==> src/rtl/tia_playfield_serializer.sv <==
// TIA playfield serializer: turns the PF0/PF1/PF2 registers and the CTRLPF
// reflect bit into the one-bit-per-pixel playfield stream for a 160-pixel line.
module tia_playfield_serializer (
    input  logic       clk,
    input  logic       reset,
    input  logic       pix_en,
    input  logic       hblank,
    input  logic       pf0_we,
    input  logic       pf1_we,
    input  logic       pf2_we,
    input  logic       ctrlpf_we,
    input  logic [7:0] wdata,
    output logic       pf,
    output logic [4:0] pf_bit,
    output logic       pf_right,
    output logic       line_done,
    output logic [1:0] fsm_state
);

    typedef enum logic [1:0] {
        IDLE   = 2'd0,
        ACTIVE = 2'd1,
        DONE   = 2'd2
    } state_t;

    state_t     state, state_nx;
    logic [3:0] pf0_q;
    logic [7:0] pf1_q, pf2_q;
    logic       ref_q;

    logic [1:0] sub, sub_nx;
    logic [4:0] pos, pos_nx;
    logic       half, half_nx;

    logic       pf_nx, pf_right_nx, line_done_nx;
    logic [4:0] pf_bit_nx;
    logic [4:0] n_sel, idx1, idx2;
    logic       bit_val;

    assign fsm_state = state;

    always_ff @(posedge clk or posedge reset) begin
        if (reset) begin
            pf0_q <= '0;
            pf1_q <= '0;
            pf2_q <= '0;
            ref_q <= 1'b0;
        end else begin
            if (pf0_we)    pf0_q <= wdata[7:4];
            if (pf1_we)    pf1_q <= wdata;
            if (pf2_we)    pf2_q <= wdata;
            if (ctrlpf_we) ref_q <= wdata[0];
        end
    end

    // Bit index mapping: PF0 high nibble LSB-first, PF1 MSB-first, PF2 LSB-first.
    always_comb begin
        n_sel   = (half && ref_q) ? (5'd19 - pos) : pos;
        idx1    = 5'd11 - n_sel;
        idx2    = n_sel - 5'd12;
        bit_val = 1'b0;
        if (n_sel < 5'd4)
            bit_val = pf0_q[n_sel[1:0]];
        else if (n_sel < 5'd12)
            bit_val = pf1_q[idx1[2:0]];
        else
            bit_val = pf2_q[idx2[2:0]];
    end

    always_comb begin
        state_nx     = state;
        sub_nx       = sub;
        pos_nx       = pos;
        half_nx      = half;
        pf_nx        = pf;
        pf_bit_nx    = pf_bit;
        pf_right_nx  = pf_right;
        line_done_nx = 1'b0;

        case (state)
            IDLE, DONE: begin
                sub_nx      = '0;
                pos_nx      = '0;
                half_nx     = 1'b0;
                pf_nx       = 1'b0;
                pf_bit_nx   = '0;
                pf_right_nx = 1'b0;
            end
            default: ;
        endcase

        // The first enabled clk out of IDLE already emits pixel 0.
        if ((state == ACTIVE || state == IDLE) && pix_en) begin
            pf_nx       = bit_val;
            pf_bit_nx   = n_sel;
            pf_right_nx = half;
            state_nx    = ACTIVE;
            if (sub == 2'd3) begin
                sub_nx = '0;
                if (pos == 5'd19) begin
                    pos_nx  = '0;
                    half_nx = 1'b1;
                end else begin
                    pos_nx = pos + 5'd1;
                end
            end else begin
                sub_nx = sub + 2'd1;
            end
            if (state == ACTIVE && half && pos == 5'd19 && sub == 2'd3) begin
                state_nx     = DONE;
                line_done_nx = 1'b1;
            end
        end

        // Blanking wins over everything, including a line in progress.
        if (hblank) begin
            state_nx     = IDLE;
            sub_nx       = '0;
            pos_nx       = '0;
            half_nx      = 1'b0;
            pf_nx        = 1'b0;
            pf_bit_nx    = '0;
            pf_right_nx  = 1'b0;
            line_done_nx = 1'b0;
        end
    end

    always_ff @(posedge clk or posedge reset) begin
        if (reset) begin
            state     <= IDLE;
            sub       <= '0;
            pos       <= '0;
            half      <= 1'b0;
            pf        <= 1'b0;
            pf_bit    <= '0;
            pf_right  <= 1'b0;
            line_done <= 1'b0;
        end else begin
            state     <= state_nx;
            sub       <= sub_nx;
            pos       <= pos_nx;
            half      <= half_nx;
            pf        <= pf_nx;
            pf_bit    <= pf_bit_nx;
            pf_right  <= pf_right_nx;
            line_done <= line_done_nx;
        end
    end

endmodule

==> config.mk <==
export PLATFORM = sky130hd
export DESIGN_NAME = tia_playfield_serializer
export DESIGN_NICKNAME = d
export VERILOG_FILES = /design/src/rtl/tia_playfield_serializer.sv
export SDC_FILE = /design/constraint.sdc
export NUM_CORES = 1
export LEC_CHECK = 0
export CAP_MARGIN = 25
export CORE_MARGIN = 8
export CORE_UTILIZATION = 49
export CTS_CLUSTER_DIAMETER = 40
export CTS_CLUSTER_SIZE = 20
export DETAILED_ROUTE_END_ITERATION = 10
export PLACE_DENSITY = 0.75
export SYNTH_ARGS = -nofsm -noshare
export SYNTH_HDL_FRONTEND = slang
export SYNTH_SLANG_ARGS = --single-unit
==> constraint.sdc <==
create_clock -name clk -period 1.72 [get_ports clk]
set_input_delay 0.344 -clock clk [delete_from_list [all_inputs] [get_ports clk]]
set_output_delay 0.344 -clock clk [all_outputs]
set_load 0.01 [all_outputs]
==> results of run 1 <==
## cells in the mapped netlist (all sizes together) (4+ instances only)
master,number
dfrtp,39
nand2,30
mux2,21
nand3,13
nor2,10
a21oi,8
mux2i,5
o21ai,5
o22ai,5
buf,4
clkbuf,4
ha,4
inv,4
nor2b,4
## routing by layer
metal / track usage (%) / up-vias
li1: - / 747
met1: 18.2 / 774
met2: 24.0 / 42
met3: 2.36 / 7
met4: 6.55 / 0
met5: 0 / -
## power breakdown
part | total [uW] | internal, uW | switching, uW
clock network | 600 | 283 | 316
logic | 196 | 114 | 81.9
registers | 1020 | 973 | 42.8
total | 1810 | 1370 | 441
## worst max-delay path, cell delays in order, from the launching register on
cell and delay (ps):
dfrtp_1 400, and2_4 260, mux2i_4 300, o22ai_2 140, o211ai_2 160, nand2_1 80
o31ai_2 220
## layout make-up
class	count	area, um2
Multi-Input combinational cell	133	1020
Fill cell	302	1360
Inverter	4	15.0
Clock inverter	2	12.5
Sequential cell	39	978
Clock buffer	6	72.6
Tap cell	50	62.6
Timing Repair Buffer	50	450
## state kept, by name, indices dropped and copies added (netlist names), 2 cells and up
register,flops
sub,2
pos,5
pf0_q,4
pf2_q,8
fsm_state,2
pf1_q,8
pf_bit,5
## kinds of logic after synthesis
logic type / Yosys count
AND/OR/NAND/NOR: 65
flip-flops: 39
AO/OA/AOI/OAI: 33
multiplexers: 26
buffers and inverters: 12
XOR/XNOR: 5
adder cells (fa/ha/maj): 4
## final timing paths
check                             to  slack (ps)
max                               pf          70
min                             half         400
max reg2reg                       pf          70
min reg2reg                pf_bit[4]         480
max in group asynchronous     pos[1]        1110
min in group clk           pf_bit[4]         480
## metrics by stage
| stage | setup slack (ps) | instance area [um2] |
|---|---|---|
| after detailed placement | -21.1 | 2440 |
| after floorplan | 66.2 | 2000 |
| after global placement | 17.6 | 2440 |
| after CTS | 2.05 | 2530 |
| after global routing | -64.5 | 2610 |
| final | 69.8 | 2610 |
## what timing repair did
action                     in CTS  in global routing
buffers inserted                0                  2
pin swaps                       0                  4
gates resized for setup         2                 13
setup endpoints to repair       2                  2
==> flow_summary.json, run 1 <==
{
  "status": "finished, final reports clean",
  "setup_violations": 0,
  "synth_top_area_share_pct": 48.9,
  "tightest_slew_ps": 389,
  "seq_area_frac_synth_pct": 48.9,
  "drc_errors": 0,
  "synth.area.top_cells": "dfrtp_1 49%, mux2_2 12%, nand2_1 5.5%",
  "ioPinCount": 26,
  "grt_max_degree": 40,
  "hold_path_class": "input pin to asynchronous set/reset pin",
  "cp_data_arrival_time_ps": 1860,
  "syn_area_per_cell_um2": 10.8,
  "cts_hold_buf": 0,
  "rows": 23,
  "drive_above_1_share_pct": 31.6,
  "clk_pin_slew_ps": 70,
  "cts_buffer_depth": 2,
  "stdcell_count": 284,
  "cts_root_buffer": "clkbuf_8",
  "wl_per_cell_um": 15.9,
  "htreeDepth": 2,
  "skew_ps": 1.81,
  "power_density_nw_per_um2": 694,
  "numPortBuffers": 25,
  "drt-met1-wl_um": 2050,
  "drt_iter0_drc": 99,
  "hpwlAfterDp_um": 3360,
  "max_freq_mhz": 606,
  "min_period_ps": 1650,
  "synth_xor_xnor_area_share_pct": 2.57,
  "num_vias": 1570,
  "hold_viol": 0,
  "start_util_pct": 50.3,
  "dp.cells": 274,
  "maxSlewViolCount": 0,
  "die_x_um": 79.8,
  "worstSetupPathType": "flip-flop to flip-flop",
  "synth_mux_area_share_pct": 15.0,
  "track_usage_pct": 14.6,
  "gp_congestion": 0.853,
  "p_total_uw": 1810,
  "synth_top_family_by_area": "simple AND/OR/NAND/NOR gates",
  "die_y_um": 79.8,
  "final_common_cell": "dfrtp_1",
  "synth_compound_area_share_pct": 12.0,
  "crit_start": "ref_q",
  "ant_nets": 0,
  "top_layer_used": "met4",
  "synth_ff_type": "dfrtp_1",
  "synth_async_sr_flop_share_pct": 100,
  "yosys.area_share.simple_pct": 15.4,
  "reg2reg_depth": 6,
  "tns_ps": 0,
  "ys_warn_count": 0,
  "areaGrowthSynthToFinish_pct": 30.8,
  "core_um2": 3970,
  "numClockSinks": 39,
  "ir_drop_mv": 0.440,
  "syn-num-nets": 204,
  "synth_seq_cells": 39,
  "fin_hold_ws_ps": 396,
  "synth_fa_ha_area_share_pct": 2.51,
  "rsz0062_at_grt": "true",
  "layout_common_cells": "37 x dfrtp_1, 28 x nand2_1, 25 x clkdlybuf4s50_1, 24 x buf_4, 21 x mux2_2",
  "clock_latency_ps": 290,
  "yosysTopAreaCell": "dfrtp_1",
  "finalCritPeriodShare_pct": 95.9,
  "cts_tree": "yes",
  "layout.nets": 253,
  "syn_area_um2": 2000,
  "critPathCaptureType": "flip-flop",
  "worstSetupStartpointType": "flip-flop",
  "syn_inst": 184,
  "yosysUniqueCellTypes": 37,
  "die_area_um2": 6370,
  "finalWirelength_um": 4520,
  "via_per_inst": 5.53,
  "drt_pass1_iterations": 4,
  "crit_fanout": 7,
  "grt_pass1_wl_um": 7320,
  "numCtsBuffers": 5,
  "wl_met2_um": 2200,
  "met3_length_um": 171,
  "required_ps": 1930,
  "cellLeakagePower_uw": 0.00113,
  "synth-edff-count": 0,
  "reg2reg_from": "ref_q",
  "grt_pass1_vias": 1550,
  "maxCapViolations": 0,
  "max_slew_margin_pct": 74.0,
  "final_util_pct": 65.7,
  "grt.overflow.total": 0,
  "antenna_cells": 0,
  "antenna_found_initial": 0
}
No activity file was read; power rests on OpenSTA's default activity.
==> inputs of run 2 (changes only) <==
--- a/config.mk
+++ b/config.mk
@@ -15,3 +15,4 @@
 export SYNTH_ARGS = -nofsm -noshare
 export SYNTH_HDL_FRONTEND = slang
 export SYNTH_SLANG_ARGS = --single-unit
+export TNS_END_PERCENT = 10
==> run 2 against run 1 <==
Clock skew hardly changed; sequential power is essentially flat; first-iteration DRC count stayed put; cell count shrank 0.35%; flip-flop and latch count unchanged; wire length fell by 0.84%; clock power about the same; largest cell class unchanged; via count shrank 0.51%; final area shrank 0.19%; worst hold slack barely moved.
==> flow_summary.json, run 2 (same netlist as run 1, synthesis figures left out) <==
{
  "num_vias": 1562,
  "cts_buffer_depth": 2,
  "areaGrowthSynthToFinish_pct": 30.5,
  "finalCritPeriodShare_pct": 95.8,
  "cts_hold_buf": 0,
  "r2r_slack_ps": 70,
  "tightest_slew_ps": 389,
  "max_slew_margin_pct": 74.0,
  "die_area_um2": 6370,
  "clk_pin_slew_ps": 70,
  "track_usage_pct": 14.6,
  "multi_input_area_um2": 1020,
  "cellLeakagePower_uw": 0.00114,
  "required_ps": 1930,
  "die_x_um": 79.8,
  "numClockSinks": 39,
  "critPathCaptureType": "flip-flop",
  "hpwlAfterDp_um": 3360,
  "layout.nets": 252,
  "final_common_cell": "dfrtp_1",
  "worstSetupStartpointType": "flip-flop",
  "numCtsBuffers": 5,
  "seqPwrFrac_pct": 56.2,
  "setup_violations": 0,
  "antenna_found_initial": 0,
  "p_comb_share_pct": 10.5,
  "hold_path_class": "input pin to asynchronous set/reset pin",
  "finalWirelength_um": 4480,
  "grt_max_degree": 40,
  "ir_drop_mv": 0.440,
  "wl_per_cell_um": 15.8,
  "cts_tree": "yes",
  "r2r-end": "pf",
  "antenna_cells": 0,
  "design_area_um2": 2610,
  "rows": 23,
  "rsz0062_at_grt": "true",
  "ioPinCount": 26,
  "crit_end": "pf",
  "dp_slack_ps": -21.1,
  "clockPowerShare_pct": 33.3,
  "crit_start": "ref_q",
  "reg2reg_from": "ref_q",
  "timing.final.ws_setup_ps": 72.2,
  "power_density_nw_per_um2": 694,
  "max_freq_mhz": 607,
  "stdcell_count": 283,
  "min_period_ps": 1650,
  "worstSetupPathType": "flip-flop to flip-flop",
  "placement.cell_area_um2": 2440,
  "seqCellArea_um2": 978,
  "ant_nets": 0,
  "via_per_inst": 5.52,
  "drc_errors": 0,
  "switching_share_pct": 24.4,
  "skew_ps": 1.90,
  "reg.largest.list": "pf1_q: 8 flops, pf2_q: 8 flops",
  "drt_iter0_drc": 99,
  "fillers": 305,
  "start_util_pct": 50.3,
  "status": "finished, final reports clean",
  "cts_root_buffer": "clkbuf_8",
  "p_total_uw": 1810,
  "drive_above_1_share_pct": 31.3,
  "layout_common_cells": "37 x dfrtp_1, 28 x nand2_1, 24 x clkdlybuf4s50_1, 23 x buf_4, 21 x mux2_2",
  "p_sw_uw": 442,
  "numPortBuffers": 25,
  "gp_congestion": 0.853,
  "hold_viol": 0,
  "die_y_um": 79.8,
  "grt_pass1_vias": 1550,
  "htreeDepth": 2,
  "grt_pass1_wl_um": 7320,
  "maxSlewViolCount": 0,
  "reg2reg_depth": 6,
  "dp.cells": 274,
  "cp_data_arrival_time_ps": 1860,
  "maxCapViolations": 0,
  "core_um2": 3970,
  "grt.overflow.total": 0,
  "crit_fanout": 7,
  "drt_pass1_iterations": 5,
  "clock_latency_ps": 290,
  "power.internal_uw": 1370
}
[run 2: cell types whose count changed in the layout (fill, tap and decap cells not counted)]
cell | before | now
clkdlybuf4s50_1 | 25 | 24
dlymetal6s2s_1 | 0 | 1
buf_4 | 24 | 23
[run 2: power by group through the flow]
stage                     logic (uW)  clock network (uW)  registers [uW]
after global routing             209                 655            1020
after detailed placement         191                   0            1030
final                            191                 602            1020
after floorplan                  113                   0            1020
after CTS                        192                 617            1010
after global placement           185                   0            1030
[run 2: critical path: stages, from the launching register on]
cell and delay, ps:
dfrtp_1 400, and2_4 260, mux2i_4 300, o22ai_2 140, o211ai_2 160, nand2_1 80
o31ai_2 220
[run 2: timing repair]
item,in CTS,in global routing
resized for setup,2,14
setup buffers,0,1
pin swaps,0,4
endpoints found under the setup margin,2,2
[run 2: layout make-up]
cell class,instances,area share [%]
Sequential cell,39,37.6
Clock buffer,6,2.79
Multi-Input combinational cell,133,39.1
Tap cell,50,2.40
Inverter,4,0.576
Clock inverter,2,0.480
Timing Repair Buffer,49,17.1
[run 2: worst min path at each step]
stage / start / end / slack [ps] / cells after the start
final: reset / ref_q / 400 / 3
after global routing: reset / pf2_q[5] / 430 / 3
after CTS: reset / ref_q / 400 / 3
after detailed placement: pf_bit[1] / pf_bit[1] / 480 / 2
after global placement: pf_bit[0] / pf_bit[0] / 460 / 2
after floorplan: sub[0] / sub[0] / 460 / 1
[run 2: stage by stage]
stage               utilization (%)  setup TNS (ps)  hold WS (ps)
finish                         65.6               0           395
global route                   65.6           -64.5           428
CTS                            63.6               0           402
detailed placement             61.3           -37.4           476
global placement               61.3               0           464
floorplan                         -               0           462
[run 2: layer usage]
layer	track usage (%)	share of wire [%]
met1	18.2	45
met2	24.0	49
met3	2.36	4.1
met4	6.55	2.3
met5	0	0
